--- src/rtl/bullet_pool_ctrl.sv ---
// Player bullet pool: allocates slots on shoot presses, moves live bullets up on a
// shared speed tick, frees them on top exit or hit. Optional feature macro: BULLET_COOLDOWN_EN.
module bullet_pool_ctrl #(
    parameter int unsigned c_GameWidth  = 40,
    parameter int unsigned c_GameHeight = 30,
    parameter int unsigned c_NumBull    = 4,
    parameter int unsigned c_BullSpeed  = 1250000,
    parameter int unsigned c_ShipRow    = 28,
    parameter int unsigned c_Cooldown   = 3
) (
    input  logic                   i_Clk,
    input  logic                   i_Rst,
    input  logic                   i_GameActive,
    input  logic                   i_Shoot,
    input  logic [5:0]             i_ShipX,
    input  logic                   i_HitValid,
    input  logic [2:0]             i_HitSlot,
    input  logic [5:0]             i_ColCountDiv,
    input  logic [5:0]             i_RowCountDiv,
    output logic                   o_DrawBull,
    output logic [c_NumBull-1:0]   o_ActiveMask,
    output logic [6*c_NumBull-1:0] o_BullXFlat,
    output logic [6*c_NumBull-1:0] o_BullYFlat,
    output logic                   o_FireAccept,
    output logic                   o_FireDrop
);

    localparam int unsigned CW       = 6;
    localparam int unsigned MAX_X    = c_GameWidth - 1;
    localparam int unsigned SPAWN_Y  = (c_ShipRow < c_GameHeight) ? c_ShipRow : c_GameHeight - 1;
    localparam int unsigned TICK_MAX = c_BullSpeed - 1;

    if (c_NumBull < 1 || c_NumBull > 8 || c_Cooldown > 255) begin : g_bad_cfg
        $error("bullet_pool_ctrl: unsupported parameter set");
    end

    logic                 shoot_q;
    logic [31:0]          tick_cnt_q, tick_cnt_d;
    logic [c_NumBull-1:0] mask_d;
    logic [CW-1:0]        bx_q [c_NumBull];
    logic [CW-1:0]        bx_d [c_NumBull];
    logic [CW-1:0]        by_q [c_NumBull];
    logic [CW-1:0]        by_d [c_NumBull];
    logic                 accept_d, drop_d, draw_d;
    logic                 press, tick, hit_ok, have_free, cd_ready;
    logic [2:0]           free_idx;
    logic [6:0]           spawn_sum;
    logic [CW-1:0]        spawn_x;

`ifdef BULLET_COOLDOWN_EN
    localparam int unsigned CD_W = (c_Cooldown < 2) ? 1 : $clog2(c_Cooldown + 1);

    // Ticks still to elapse before the next fire is allowed; 0 means ready.
    logic [CD_W-1:0] cd_q, cd_d;

    assign cd_ready = (cd_q == '0);

    always_comb begin
        cd_d = cd_q;
        if (!i_GameActive)
            cd_d = '0;
        else if (accept_d)
            cd_d = CD_W'(c_Cooldown);
        else if (tick && cd_q != '0)
            cd_d = cd_q - CD_W'(1);
    end

    always_ff @(posedge i_Clk or posedge i_Rst) begin
        if (i_Rst) cd_q <= '0;
        else       cd_q <= cd_d;
    end
`else
    assign cd_ready = 1'b1;
`endif

    // Press detect, tick, spawn position and lowest free slot.
    always_comb begin
        press     = i_Shoot & ~shoot_q;
        tick      = (tick_cnt_q == 32'(TICK_MAX));
        hit_ok    = i_HitValid && (32'(i_HitSlot) < c_NumBull);
        spawn_sum = 7'(i_ShipX) + 7'd2;
        spawn_x   = (spawn_sum > 7'(MAX_X)) ? CW'(MAX_X) : spawn_sum[CW-1:0];
        have_free = 1'b0;
        free_idx  = '0;
        for (int k = int'(c_NumBull) - 1; k >= 0; k--) begin
            if (!o_ActiveMask[k]) begin
                have_free = 1'b1;
                free_idx  = 3'(k);
            end
        end
    end

    // Pool next state: hits override tick moves; allocation uses the pre-free mask.
    always_comb begin
        mask_d     = o_ActiveMask;
        bx_d       = bx_q;
        by_d       = by_q;
        accept_d   = 1'b0;
        drop_d     = 1'b0;
        tick_cnt_d = tick ? '0 : tick_cnt_q + 32'd1;
        if (!i_GameActive) begin
            mask_d     = '0;
            tick_cnt_d = '0;
        end else begin
            for (int k = 0; k < int'(c_NumBull); k++) begin
                if (hit_ok && i_HitSlot == 3'(k)) begin
                    mask_d[k] = 1'b0;
                end else if (tick && o_ActiveMask[k]) begin
                    if (by_q[k] == '0) mask_d[k] = 1'b0;
                    else               by_d[k]   = by_q[k] - CW'(1);
                end
            end
            if (press) begin
                if (have_free && cd_ready) begin
                    accept_d = 1'b1;
                    for (int k = 0; k < int'(c_NumBull); k++) begin
                        if (free_idx == 3'(k)) begin
                            mask_d[k] = 1'b1;
                            bx_d[k]   = spawn_x;
                            by_d[k]   = CW'(SPAWN_Y);
                        end
                    end
                end else begin
                    drop_d = 1'b1;
                end
            end
        end
    end

    // Merged draw flag for the currently scanned cell.
    always_comb begin
        draw_d = 1'b0;
        for (int k = 0; k < int'(c_NumBull); k++) begin
            if (o_ActiveMask[k] && bx_q[k] == i_ColCountDiv && by_q[k] == i_RowCountDiv)
                draw_d = 1'b1;
        end
    end

    always_comb begin
        for (int k = 0; k < int'(c_NumBull); k++) begin
            o_BullXFlat[6*k +: 6] = bx_q[k];
            o_BullYFlat[6*k +: 6] = by_q[k];
        end
    end

    always_ff @(posedge i_Clk or posedge i_Rst) begin
        if (i_Rst) begin
            shoot_q      <= 1'b0;
            tick_cnt_q   <= '0;
            o_ActiveMask <= '0;
            o_FireAccept <= 1'b0;
            o_FireDrop   <= 1'b0;
            o_DrawBull   <= 1'b0;
            for (int k = 0; k < int'(c_NumBull); k++) begin
                bx_q[k] <= '0;
                by_q[k] <= '0;
            end
        end else begin
            shoot_q      <= i_Shoot;
            tick_cnt_q   <= tick_cnt_d;
            o_ActiveMask <= mask_d;
            o_FireAccept <= accept_d;
            o_FireDrop   <= drop_d;
            o_DrawBull   <= draw_d;
            for (int k = 0; k < int'(c_NumBull); k++) begin
                bx_q[k] <= bx_d[k];
                by_q[k] <= by_d[k];
            end
        end
    end

endmodule

--- config.mk ---
export PLATFORM = sky130hd
export DESIGN_NAME = bullet_pool_ctrl
export DESIGN_NICKNAME = d
export VERILOG_FILES = /design/src/rtl/bullet_pool_ctrl.sv
export SDC_FILE = /design/constraint.sdc
export NUM_CORES = 1
export LEC_CHECK = 0
export BUFFER_PORTS_ARGS = -buffer_cell sky130_fd_sc_hd__buf_4
export CORE_ASPECT_RATIO = 0.6
export CORE_UTILIZATION = 62
export CTS_BUF_LIST = sky130_fd_sc_hd__clkbuf_16
export CTS_CLUSTER_DIAMETER = 40
export DETAILED_ROUTE_END_ITERATION = 10
export PLACE_DENSITY_LB_ADDON = 0.05
export SLEW_MARGIN = 20
export SYNTH_ARGS = -nofsm -noshare
export SYNTH_HDL_FRONTEND = slang
export SYNTH_SLANG_ARGS = --single-unit
--- constraint.sdc ---
create_clock -name i_Clk -period 5.63 [get_ports i_Clk]
set_input_delay 0.2815 -clock i_Clk [delete_from_list [all_inputs] [get_ports i_Clk]]
set_output_delay 0.2815 -clock i_Clk [all_outputs]
set_load 0.02 [all_outputs]
# Yosys cells after proc, flatten, opt, wreduce, memory -nomap -nowiden
# Index checks and enable logic that the tools add are counted.
# totals
regBits	88
in_bits	26
output_inout_bits	55
word_cells	124
# op_classes
add_sub_neg	6
n_lt_le_gt_ge	2
n_eq_ne	15
mux	58
bitwise	2
reduce_logical	27
# op_table
op	count
two-way mux 6 bit	17
two-way mux 32 bit	2
equality test 6 bit	8
two-way mux 24 bit	2
adder 32 x 1 -> 32 bit (second input constant)	1
equality test 32 x 21 -> 1 bit (second input constant)	1
two-way mux 1 bit	30
logical NOT 6 bit	4
subtractor 6 x 1 -> 6 bit (second input constant)	4
logical AND 1 bit	17
AND reduction 4 bit	4
equality test 3 x 2 -> 1 bit (second input constant)	4
two-way mux 4 bit	3
two-way mux 3 bit	3
adder 6 x 2 -> 7 bit (second input constant)	1
> comparator 7 x 6 -> 1 bit (second input constant)	1
equality test 3 x 1 -> 1 bit (second input constant)	2
logical NOT 3 bit	2
< comparator 3 bit (second input constant)	1
two-way mux 2 bit	1
bitwise AND 1 bit	1
inverter 1 bit	1

# Depth between registers and ports, before layout
# depth
ltp_word	9
ltp_mapped	8
depth_no_buf	7

# Worst setup path after synthesis
# OpenSTA, ideal clock, no wires.
# synth_path
path_kind	reg2reg
from	register tick_cnt_q[22]
to	register by_q (netlist bit o_BullYFlat[9])
setup_time_ns	0.126
arrival_ns	2.403
t_required_ns	5.504
path_slack_ns	3.101
path_stages_with_launch	7
path_buffers	1
period_less_slack_ns	2.529
path_cell_list	dfrtp_1 or4b_1 or4_4 or2_1 buf_6 or3_1 a221o_1
# synth_between
elab_chain_len	7
# synth_rtl
item	line_no	text
from (decl)	38	logic [31:0] tick_cnt_q, tick_cnt_d;
from (signal assigned)	160	tick_cnt_q <= tick_cnt_d;
equality test 32 x 21 -> 1 bit *	79	tick = (tick_cnt_q == 32'(TICK_MAX));
logical AND 1 bit *	108	end else if (tick && o_ActiveMask[k]) begin
two-way mux 6 bit *	108	
two-way mux 6 bit *	106	if (hit_ok && i_HitSlot == 3'(k)) begin
two-way mux 6 bit	117	if (free_idx == 3'(k)) begin
two-way mux 24 bit	114	if (have_free && cd_ready) begin
two-way mux 24 bit *	113	if (press) begin
to (signal, indexed assignment)	167	by_q[k] <= by_d[k];
to (decl)	42	logic [CW-1:0] by_q [c_NumBull];
# Mark *: on every way between the ends. The rest lies on a longest branch, timed or not.
# A chain may end at the register's enable or synchronous reset.

# Final worst setup path
# layout_path
from	register tick_cnt_q[21]
to	register tick_cnt_q[17]
# layout_between
elab_chain_len	3
# layout_rtl
item	line_no	text
equality test 32 x 21 -> 1 bit	79	
two-way mux 32 bit	100	tick_cnt_d = tick ? '0 : tick_cnt_q + 32'd1;
two-way mux 32 bit	101	if (!i_GameActive) begin
via tick_cnt_d[17]	38	
# The timed path passes the listed nets, and every way through them passes these cells.

==> results.yml <==
routing:
  drt_first_pass_iters: 8
  wl_per_cell_um: 20.1
  via_per_inst: 6.49
  detail-route-antenna-nets: 0
  totalWireLength_mm: 15.1
  num_vias: 4871
  drt_iter0_markers: 689
  drc: 0
setup_path:
  worst-endpoint-arrival_ns: 3.14
  r2r_setup_slack_ns: 2.66
  crit_path_top_delay_cell: "nand2_1"
  slowest_delay_ns: 0.87
  crit_required_ns: 5.80
  crit_chain: "nor4b_1 > nand4_1 > or4_1 > nand2_1 > nor2_1"
  start_kind: "flop"
  critPathKind: "reg2reg"
  cp-end-kind: "flop"
  critPathMaxFanout: 31
pwr:
  pwr_density_cell_nw_per_um2: 275
  power_leakage_nw: 2.71
  peakVddDrop_mv: 0.171
  p_total_mw: 1.70
floorplanning:
  io_pins: 81
  die_w_um: 120
  coreArea_um2: 7980
  dieArea_um2: 8690
  die_y_um: 72.6
  start_util: 0.646
  rows: 25
clock_network:
  root_buffer: "clkbuf_16"
  cts_tree: "done"
  cts_resized: 0
  clk_latency_ns: 0.34
  cts_buffers: 9
  hold_buffers: 0
  htree_levels: 3
  clk_path_buf_depth: 2
  cts.sinks: 88
  cts_setup_buffers: 0
  clk_pin_slew_ns: 0.06
timing:
  drv_slew: 0
  whs_ns: 0.0701
  clock.fmax_mhz: 337
  hold_viol: 0
  finalCriticalPeriod_ns: 2.97
  rsz0062_at_grt: "no"
  tightest_slew_ns: 1.09
  post-route-period-util: 0.527
  finalSetupViolCount: 0
  finalClockSkew_ns: 0.00499
  fin_setup_tns_ns: 0
  relSlewSlack: 0.273
synthesis:
  syn-num-nets: 609
  seq_area_frac_synth: 0.427
  synthTopCellsByArea: "dfrtp_1, xor2_1, xnor2_1, nor2_1, nand2_1"
  syn_inst: 572
  syn_area_um2: 5150
  syn_area_per_cell_um2: 9.01
  synth-async-reset-ratio: 1.00
  yosysTopAreaCell: "dfrtp_1"
  ys_ff_latch: 88
  synth_edf_count: 0
  synth-main-ff-cell: "dfrtp_1"
  synth.distinct_cells: 52
  synth_top_area_frac: 0.427
  ys_warn_count: 0
finish:
  fillers: 562
  final_common_cell: "dfrtp_1"
  postLayoutCellArea_um2: 6170
  layout_common_cells: "dfrtp_1, buf_4, nor2_1"
  antenna_cells: 0
  drive_above_1_share: 0.170
  syn_to_final_growth_pct: 19.8
  final_nets: 676
flow_run:
  drv_cap: 0
placement:
  place_area_um2: 5810
  place_congestion: 1.02
  io_buffers: 80
  post-dp-hpwl_mm: 11.0
grt:
  antenna_found_initial: 0
  grt-ovfl-total: 0
  grt_usage: 0.361
  grt_util_met3: 0.102
  grt_pass1_vias: 4246
  busiest_layer: "met1"
  grt_pass1_wl_mm: 23.4
  met2_usage: 0.488
  use_met1: 0.559
  grt_max_degree: 89
min_path:
  min_path_type: "in2reg"
outcome:
  status: "finished clean"
-- power by group --
part / switching, mW / internal (mW) / total (mW)
sequential: 0.0486 / 0.668 / 0.716
combinational: 0.153 / 0.111 / 0.264
clock: 0.243 / 0.475 / 0.718
total: 0.444 / 1.25 / 1.70
-- synthesized netlist by cell type, types with 4 or more instances --
library cell	n
a21oi_1	14
a31oi_1	13
and2_1	5
and3_1	8
clkbuf_1	28
dfrtp_1	88
ha_1	11
inv_1	17
mux2i_1	5
nand2_1	52
nand2b_1	5
nand3_1	23
nand3b_1	4
nand4_1	29
nor2_1	67
nor3_1	13
nor4_1	18
nor4b_1	7
o211ai_1	5
o21ai_0	19
or2_2	4
or3_1	9
xnor2_1	29
xor2_1	50
-- path summary, 6_finish.rpt --
path,cells after the start,end,from
min in group asynchronous,3,tick_cnt_q[13],i_Rst
min reg2reg,1,tick_cnt_q[0],tick_cnt_q[0]
min,1,shoot_q,i_Shoot
max in group asynchronous,3,o_BullXFlat[15],i_Rst
max,5,tick_cnt_q[17],tick_cnt_q[21]
max reg2reg,5,tick_cnt_q[17],tick_cnt_q[21]
-- worst max-delay path: cells and delay by family (launching register included) --
kind          cells  cell delay [ns]
flops             1             0.46
simple gates      5             2.32
-- flip-flops by register name (all words and copies together) (netlist names) --
register and cells:
o_FireAccept 1, tick_cnt_q 32, o_BullXFlat 24, shoot_q 1, o_ActiveMask 4, o_BullYFlat 24
o_DrawBull 1, o_FireDrop 1
-- layout make-up --
type | instances | area (um2) | share of cell area
multi-input combinational | 438 | 2770 | 0.449
tap | 108 | 135 | 0.0219
clock inverter | 6 | 133 | 0.0215
clock buffer | 9 | 225 | 0.0365
sequential | 88 | 2200 | 0.357
timing repair buffer | 85 | 642 | 0.104
inverter | 17 | 65.1 | 0.0105
-- metrics by stage --
step / cells / setup slack [ns] / utilization
finish: 751 / 2.66 / 0.774
global route: 751 / 2.52 / 0.774
detailed placement: 736 / 2.75 / 0.729
CTS: 751 / 2.74 / 0.773
global placement: 736 / 2.95 / 0.729
floorplan: 572 / 3.07 / -
-- cells by family (layout without fill, tap and decap cells) --
group,Yosys count,after routing,share of synthesized area
simple gates,267,267,0.272
flops,88,88,0.427
xor+xnor,79,79,0.134
compound gates,76,76,0.0952
buf+inv,46,117,0.0350
fa+ha+maj,11,11,0.0267
mux,5,5,0.00971
-- metal layers --
layer,up-vias,part of all wire
met5,-,0
met4,0,0.014
met3,29,0.12
met2,343,0.41
met1,2332,0.45
li1,2167,-
Note: power is estimated with default switching activity, not from simulation.
